$ cat src/rtl/etch_pkg.sv
// Shared constants for the 80x30 tile RAM: geometry, tile codes, write-FSM states
// and the {row,column} address packing that the display read side also uses.
package etch_pkg;

  localparam int XW     = 7;
  localparam int YW     = 5;
  localparam int DATA_W = 7;
  localparam int ADDR_W = XW + YW;

  localparam logic [XW-1:0]     MAX_X      = 7'd79;
  localparam logic [YW-1:0]     MAX_Y      = 5'd29;
  localparam logic [DATA_W-1:0] TRACE_CODE = 7'h01;
  localparam logic [DATA_W-1:0] BLANK_CODE = 7'h00;

  typedef enum logic [1:0] {
    IDLE  = 2'd0,
    CLEAR = 2'd1,
    DONE  = 2'd2
  } wr_state_t;

  // Row in the upper bits so a row is a contiguous 128-entry block.
  function automatic logic [ADDR_W-1:0] pack_addr(input logic [YW-1:0] row,
                                                  input logic [XW-1:0] col);
    return {row, col};
  endfunction

endpackage

$ cat src/rtl/tile_sweep_counter.sv
// Row-major tile counter for the clear sweep: start zeroes it, advance steps one
// tile, last flags the final tile (LAST_X, LAST_Y).
module tile_sweep_counter
  import etch_pkg::*;
#(
  parameter logic [XW-1:0] LAST_X = MAX_X,
  parameter logic [YW-1:0] LAST_Y = MAX_Y
) (
  input  logic          clk_100MHz,
  input  logic          reset,
  input  logic          start,
  input  logic          advance,
  output logic [XW-1:0] sx,
  output logic [YW-1:0] sy,
  output logic          last
);

  logic [XW-1:0] sx_reg;
  logic [YW-1:0] sy_reg;

  always_ff @(posedge clk_100MHz) begin
    if (reset || start) begin
      sx_reg <= '0;
      sy_reg <= '0;
    end else if (advance) begin
      if (sx_reg == LAST_X) begin
        sx_reg <= '0;
        sy_reg <= (sy_reg == LAST_Y) ? '0 : sy_reg + 1'b1;
      end else begin
        sx_reg <= sx_reg + 1'b1;
      end
    end
  end

  assign sx   = sx_reg;
  assign sy   = sy_reg;
  assign last = (sx_reg == LAST_X) && (sy_reg == LAST_Y);

endmodule

$ cat src/rtl/tile_ram_write_ctrl.sv
// Port-A write sequencer for the tile RAM: cursor trace writes in IDLE, a full
// row-major clear sweep on a clear_req rising edge. Define CLEAR_ON_RESET_EN to sweep after reset.
module tile_ram_write_ctrl
  import etch_pkg::*;
(
  input  logic              clk_100MHz,
  input  logic              reset,
  input  logic              clear_req,
  input  logic              trace_en,
  input  logic [XW-1:0]     cur_x,
  input  logic [YW-1:0]     cur_y,
  output logic              we,
  output logic [ADDR_W-1:0] addr_w,
  output logic [DATA_W-1:0] din,
  output logic              busy,
  output logic              clear_done
);

  wr_state_t         state_reg, state_next;
  logic              clear_req_q_reg;
  logic              we_reg, we_next;
  logic [ADDR_W-1:0] addr_reg, addr_next;
  logic [DATA_W-1:0] din_reg, din_next;
  logic              busy_reg, busy_next;
  logic              done_reg, done_next;

  logic              clr_rise, start_clear;
  logic              sweep_start, sweep_adv, sweep_last;
  logic [XW-1:0]     sweep_x;
  logic [YW-1:0]     sweep_y;

  assign clr_rise = clear_req & ~clear_req_q_reg;

`ifdef CLEAR_ON_RESET_EN
  // High only on the first cycle after reset releases; FSM is in IDLE then.
  logic auto_clear_reg;
  always_ff @(posedge clk_100MHz) begin
    auto_clear_reg <= reset;
  end
  assign start_clear = clr_rise | auto_clear_reg;
`else
  assign start_clear = clr_rise;
`endif

  tile_sweep_counter #(
    .LAST_X (MAX_X),
    .LAST_Y (MAX_Y)
  ) u_sweep (
    .clk_100MHz (clk_100MHz),
    .reset      (reset),
    .start      (sweep_start),
    .advance    (sweep_adv),
    .sx         (sweep_x),
    .sy         (sweep_y),
    .last       (sweep_last)
  );

  always_ff @(posedge clk_100MHz) begin
    if (reset) begin
      state_reg       <= IDLE;
      clear_req_q_reg <= 1'b0;
      we_reg          <= 1'b0;
      addr_reg        <= '0;
      din_reg         <= '0;
      busy_reg        <= 1'b0;
      done_reg        <= 1'b0;
    end else begin
      state_reg       <= state_next;
      clear_req_q_reg <= clear_req;
      we_reg          <= we_next;
      addr_reg        <= addr_next;
      din_reg         <= din_next;
      busy_reg        <= busy_next;
      done_reg        <= done_next;
    end
  end

  always_comb begin
    state_next  = state_reg;
    we_next     = 1'b0;
    addr_next   = addr_reg;
    din_next    = din_reg;
    busy_next   = 1'b0;
    done_next   = 1'b0;
    sweep_start = 1'b0;
    sweep_adv   = 1'b0;
    case (state_reg)
      IDLE: begin
        we_next   = trace_en && (cur_x <= MAX_X) && (cur_y <= MAX_Y);
        addr_next = pack_addr(cur_y, cur_x);
        din_next  = TRACE_CODE;
        // Clear beats a simultaneous trace: suppress that cycle's write.
        if (start_clear) begin
          state_next  = CLEAR;
          we_next     = 1'b0;
          sweep_start = 1'b1;
        end
      end
      CLEAR: begin
        we_next   = 1'b1;
        addr_next = pack_addr(sweep_y, sweep_x);
        din_next  = BLANK_CODE;
        busy_next = 1'b1;
        sweep_adv = 1'b1;
        if (sweep_last) state_next = DONE;
      end
      DONE: begin
        done_next  = 1'b1;
        state_next = IDLE;
      end
      default: state_next = IDLE;
    endcase
  end

  assign we         = we_reg;
  assign addr_w     = addr_reg;
  assign din        = din_reg;
  assign busy       = busy_reg;
  assign clear_done = done_reg;

endmodule

$ cat config.mk
export PLATFORM = sky130hd
export DESIGN_NAME = tile_ram_write_ctrl
export DESIGN_NICKNAME = d
export VERILOG_FILES = /design/src/rtl/etch_pkg.sv /design/src/rtl/tile_sweep_counter.sv /design/src/rtl/tile_ram_write_ctrl.sv
export SDC_FILE = /design/constraint.sdc
export NUM_CORES = 1
export LEC_CHECK = 0
export CAP_MARGIN = 10
export CORE_AREA = 10 10 83 85
export CTS_CLUSTER_DIAMETER = 150
export CTS_CLUSTER_SIZE = 30
export DETAILED_ROUTE_END_ITERATION = 12
export DIE_AREA = 0 0 93 95
export PLACE_DENSITY_LB_ADDON = 0.1
export SYNTH_ARGS = -nofsm -noshare
export SYNTH_HDL_FRONTEND = slang
export SYNTH_SLANG_ARGS = --single-unit
$ cat constraint.sdc
create_clock -name clk_100MHz -period 1.9 [get_ports clk_100MHz]
set_input_delay 0.285 -clock clk_100MHz [delete_from_list [all_inputs] [get_ports clk_100MHz]]
set_output_delay 0.285 -clock clk_100MHz [all_outputs]
set_load 0.05 [all_outputs]
==> flow_summary.yaml, run 1 <==
cts:
  postCtsSetupRepairBufs: 0
  cts_buffers: 5
  clockBufferDepth: 2
  post_cts_resized: 0
  numClockSinks: 31
  cts_tree: "yes"
  cts_hold_buf: 0
  cts_root_buf: "clkbuf_8"
  clock_latency_ns: 0.28
  h-tree-depth: 2
  path_clk_slew_ns: 0.07
synth:
  synthCells: 160
  yosysMostFrequentCell: "dfxtp_1"
  synth_area_sq_mm: 0.00154
  yosys_warnings: 0
  ys_async_sr_fraction: 0
  synth_top_area_frac: 0.403
  yosysTopAreaCell: "dfxtp_1"
  ys_seq_area_frac: 0.403
  synth_top_flop_cell: "dfxtp_1"
  synth.ff_latch_count: 31
  syn_area_per_cell_sq_um: 9.63
  synth.distinct_cells: 44
  yosys-top-cells-count: "dfxtp_1 (31), nor2_1 (15), mux2_2 (12), mux2i_1 (12), a211oi_1 (7)"
  synth_edf_count: 0
  ys_top_cells_by_area: "dfxtp_1 (40%), mux2_2 (8.8%), mux2i_1 (7.8%)"
global_routing:
  grt.overflow.total: 0
  grt_pass1_wl_mm: 6.76
  antenna_found_initial: 0
  grt_usage: 0.0965
  grt_pass1_vias: 1306
  grt_max_degree: 20
finish:
  fin_area_sq_mm: 0.00206
  layoutNonFillerInstCount: 272
  drive_gt1_frac: 0.200
  largest_register_ffs: 12
  layout.nets: 219
  diodes: 0
  area.growth.synth_to_final_pct: 33.8
critical_path:
  r2r_slack_ns: 0.30
  end_kind: "output pin"
  cp.required_ns: 1.62
  path_delay_family: "buffers and inverters"
  crit_fanout: 2
  r2r-start: "u_sweep.sx[6]"
  cp_slowest_cell: "clkdlybuf4s50_1"
  reg2reg_depth: 4
  worst-setup-path-type: "register to output pin"
  crit_chain: "clkdlybuf4s50_1"
  cp.arrival_ns: 1.45
  critPathMaxStageDelay_ns: 0.82
  timing.rr.end: "u_sweep.sy[2]"
  cp-start-kind: "register"
  critPathBufInv: 1
worst_hold_path:
  min_to: "din[0]"
  holdPathStages: 2
  min-delay-start: "din[0]"
  hp-class: "register to register"
placement:
  placedCellCount: 265
  place_hpwl_mm: 3.18
  io_buffer_count: 31
  gp_congestion: 0.832
  place_area_sq_mm: 0.00198
floorplan:
  io_pins: 38
  dieHeight_um: 95
  fp.coreArea_sq_mm: 0.00534
  dieWidth_um: 93
  rows: 27
  die_area_sq_mm: 0.00884
  initial_core_util: 0.289
outcome:
  status: "finished, final reports clean"
sta:
  finClkSkew_ns: 0.00479
  clock.fmax_mhz: 578
  holdWs_ns: 0.503
  finalSetupViolations: 0
  slew-limit-headroom: 0.657
  rsz0062_at_grt: "false"
  period_share: 0.911
  worst_pin_slew_ns: 0.513
  min_period_ns: 1.73
  fin_setup_tns_ns: 0
  hold_viol_final: 0
  slew_viol_final: 0
detailed_routing:
  post_drt_wl_per_cell_um: 15.1
  vias_per_cell: 4.76
  dr.max_layer_used: "met4"
  wl_met2_mm: 1.85
  drt_iter0_drc: 120
  routed-wl-met3_um: 296
  drt_first_pass_iters: 4
  vias: 1295
  routed_wirelength_mm: 4.12
  drt-met1-wl_mm: 1.91
  drcViolationCount: 0
  postRouteAntennaNets: 0
power:
  p_leak_nw: 0.727
  p_per_area_mw_per_mm2: 724
  peakVddDrop_v: 0.000347
  power_mw: 1.49
flow_run:
  max_cap_viol_count: 0
==> worst max-delay path by stage <==
| stage | end | from | cells past startpoint |
|---|---|---|---|
| after floorplan | u_sweep.sy[0] | u_sweep.sx[4] | 4 |
| after global placement | u_sweep.sx[5] | clear_req | 5 |
| after detailed placement | u_sweep.sy[3] | clear_req | 5 |
| after CTS | addr_w[9] | addr_w[9] | 1 |
| after global routing | addr_w[5] | addr_w[5] | 1 |
| final | addr_w[9] | addr_w[9] | 1 |
==> kinds of logic (layout without fill, tap and decap cells) <==
kind of cell    count (synthesis)  after routing  synth area share
buf+inv                        22             57            0.0706
other cells                     1              6           0.00243
flops                          31             31             0.403
mux                            24             24             0.166
compound gates                 23             23             0.114
fa+ha+maj                       3              3            0.0244
xor+xnor                        2              2            0.0114
simple gates                   54             54             0.209
==> per-stage QoR <==
stage | util | setup WS, ns
final | 0.387 | 0.169
after global placement | 0.370 | 0.0177
after floorplan | - | 0.286
after global routing | 0.387 | 0.118
after CTS | 0.387 | 0.153
after detailed placement | 0.370 | 0.00709
==> per-layer routing <==
metal,global-route usage,up-vias
li1,-,644
met1,0.119,622
met2,0.140,23
met3,0.0460,6
met4,0.0398,0
met5,0,-
==> final cells by class <==
class,instances,area (sq um)
Fill cell,585,3270
Timing Repair Buffer,45,415
Sequential cell,31,621
Inverter,5,18.8
Tap cell,72,90.1
Clock inverter,1,5.00
Multi-Input combinational cell,112,831
Clock buffer,6,82.6
==> layout by cell type (no fill, tap or decap), types with 4 or more instances in the layout <==
cell type,synthesis,final
nor3_1,5,5
nor2_1,15,15
clkbuf_8,0,6
nand4_1,4,4
dfxtp_1,31,31
mux2i_1,12,12
a211oi_1,7,7
mux2_2,12,12
inv_1,5,5
nor2b_1,4,4
clkdlybuf4s50_1,0,31
buf_4,6,14
conb_1,1,6
==> power by group <==
| part | switching [mW] | leakage, nW | internal (mW) |
|---|---|---|---|
| Combinational | 0.164 | 0.426 | 0.112 |
| Sequential | 0.0152 | 0.254 | 0.675 |
| Clock | 0.243 | 0.0470 | 0.284 |
No activity file was read; power rests on OpenSTA's default activity.
==> run 2: changes to the inputs <==
- GPL_ROUTABILITY_DRIVEN: not set -> 0
==> results of run 2 <==
Same layout as run 1: the final DEF is identical, and so are final timing and power.
==> run 3: changes to the inputs <==
- PLACE_DENSITY_LB_ADDON: 0.1 -> 0.08
- SKIP_CTS_REPAIR_TIMING: not set -> 1
==> run 3 against run 2 <==
Cell area grew 0.97%; cell count shrank 0.74%; via count shrank 1.9%; largest power group unchanged.
==> flow_summary.yaml, run 3 (same netlist as run 1, synthesis figures left out) <==
sta:
  hold_viol_final: 0
  clock.fmax_mhz: 580
  rsz0062_at_grt: "false"
  fin_ws_ns: 0.176
  slew_viol_final: 0
  fin_setup_tns_ns: 0
  slew-limit-headroom: 0.654
  period_share: 0.908
  min_period_ns: 1.72
  worst_pin_slew_ns: 0.518
  finalSetupViolations: 0
  finClkSkew_ns: 0.00711
detailed_routing:
  vias: 1270
  drt_iter0_drc: 22
  post_drt_wl_per_cell_um: 15.3
  postRouteAntennaNets: 0
  drcViolationCount: 0
  drt_first_pass_iters: 4
  vias_per_cell: 4.70
  routed_wirelength_mm: 4.12
floorplan:
  initial_core_util: 0.289
  io_pins: 38
  fp.coreArea_sq_mm: 0.00534
  dieWidth_um: 93
  dieHeight_um: 95
  die_area_sq_mm: 0.00884
  rows: 27
critical_path:
  worst-path-stages: 1
  cp.required_ns: 1.62
  reg2reg_depth: 4
  worst-setup-path-type: "register to output pin"
  cp_slowest_cell: "clkdlybuf4s50_1"
  cp.arrival_ns: 1.44
  critPathMaxStageDelay_ns: 0.81
  cp-start-kind: "register"
  critPathBufInv: 1
  path_delay_family: "buffers and inverters"
  end_kind: "output pin"
  startpoint: "addr_w[1]"
  crit_fanout: 2
  crit_chain: "clkdlybuf4s50_1"
  r2r-start: "state_reg[1]"
worst_hold_path:
  hp-class: "register to register"
  min-delay-start: "addr_w[7]"
  holdPathStages: 2
power:
  p_per_area_mw_per_mm2: 792
  p_leak_nw: 0.732
  peakVddDrop_v: 0.000439
global_routing:
  grt_usage: 0.0974
  antenna_found_initial: 0
  grt_max_degree: 14
  grt_pass1_vias: 1336
  grt_pass1_wl_mm: 6.79
  grt.overflow.total: 0
finish:
  largest_register_ffs: 12
  diodes: 0
  final_cell_mix: "dfxtp_1 (31), clkdlybuf4s50_1 (31), nor2_1 (15), mux2_2 (12), mux2i_1 (12)"
  nFillCells: 586
  final_util: 0.390
  layout.nets: 216
  area.growth.synth_to_final_pct: 35.1
  drive_gt1_frac: 0.192
  fin_area_sq_mm: 0.00208
outcome:
  status: "finished, final reports clean"
cts:
  cts_tree: "yes"
  cts_root_buf: "clkbuf_8"
  clock_latency_ns: 0.28
  clockBufferDepth: 2
  cts_buffers: 5
  h-tree-depth: 2
  numClockSinks: 31
  path_clk_slew_ns: 0.07
placement:
  post-place-ws_ns: 0.00495
  place_hpwl_mm: 3.18
  io_buffer_count: 31
  place_area_sq_mm: 0.00197
flow_run:
  max_cap_viol_count: 0
-- run 3: cell types whose count changed in the layout (fill, tap and decap cells not counted), sizes merged --
cell	delta
bufinv	+1
buf	-3
-- run 3: cell type report --
type / instances / area, sq um / share of cell area
clock buffer: 6 / 82.6 / 0.0396
clock inverter: 2 / 35.0 / 0.0168
inverter: 5 / 18.8 / 0.00901
multi-input combinational: 112 / 831 / 0.399
sequential: 31 / 621 / 0.298
tap: 72 / 90.1 / 0.0432
timing repair buffer: 42 / 405 / 0.195
-- run 3: worst paths after layout --
| path | to | slack, ns |
|---|---|---|
| max | addr_w[1] | 0.18 |
| min | addr_w[7] | 0.50 |
| max reg2reg | u_sweep.sy[2] | 0.21 |
| min reg2reg | addr_w[7] | 0.50 |
-- run 3: where the power goes --
group	total (mW)	internal [mW]	switching, mW	leakage [nW]
clock	0.682	0.424	0.258	0.0612
sequential	0.689	0.675	0.0144	0.254
combinational	0.279	0.114	0.166	0.417
total	1.65	1.21	0.438	0.732
-- run 3: per-stage QoR --
| stage | hold slack (ns) | power (mW) | cells |
|---|---|---|---|
| 6_report | 0.504 | 1.65 | 270 |
| 5_1_grt | 0.532 | 1.72 | 270 |
| 4_1_cts | 0.507 | 1.68 | 270 |
| 3_5_place_dp | 0.492 | 0.985 | 262 |
| 3_3_place_gp | 0.479 | 0.983 | 262 |
| 2_1_floorplan | 0.413 | 0.887 | 165 |
-- run 3: metal layers --
layer | GRT usage | vias up | share of wire
li1 | - | 637 | -
met1 | 0.113 | 605 | 0.46
met2 | 0.158 | 24 | 0.47
met3 | 0.0404 | 4 | 0.052
met4 | 0.0347 | 0 | 0.012
met5 | 0 | - | 0
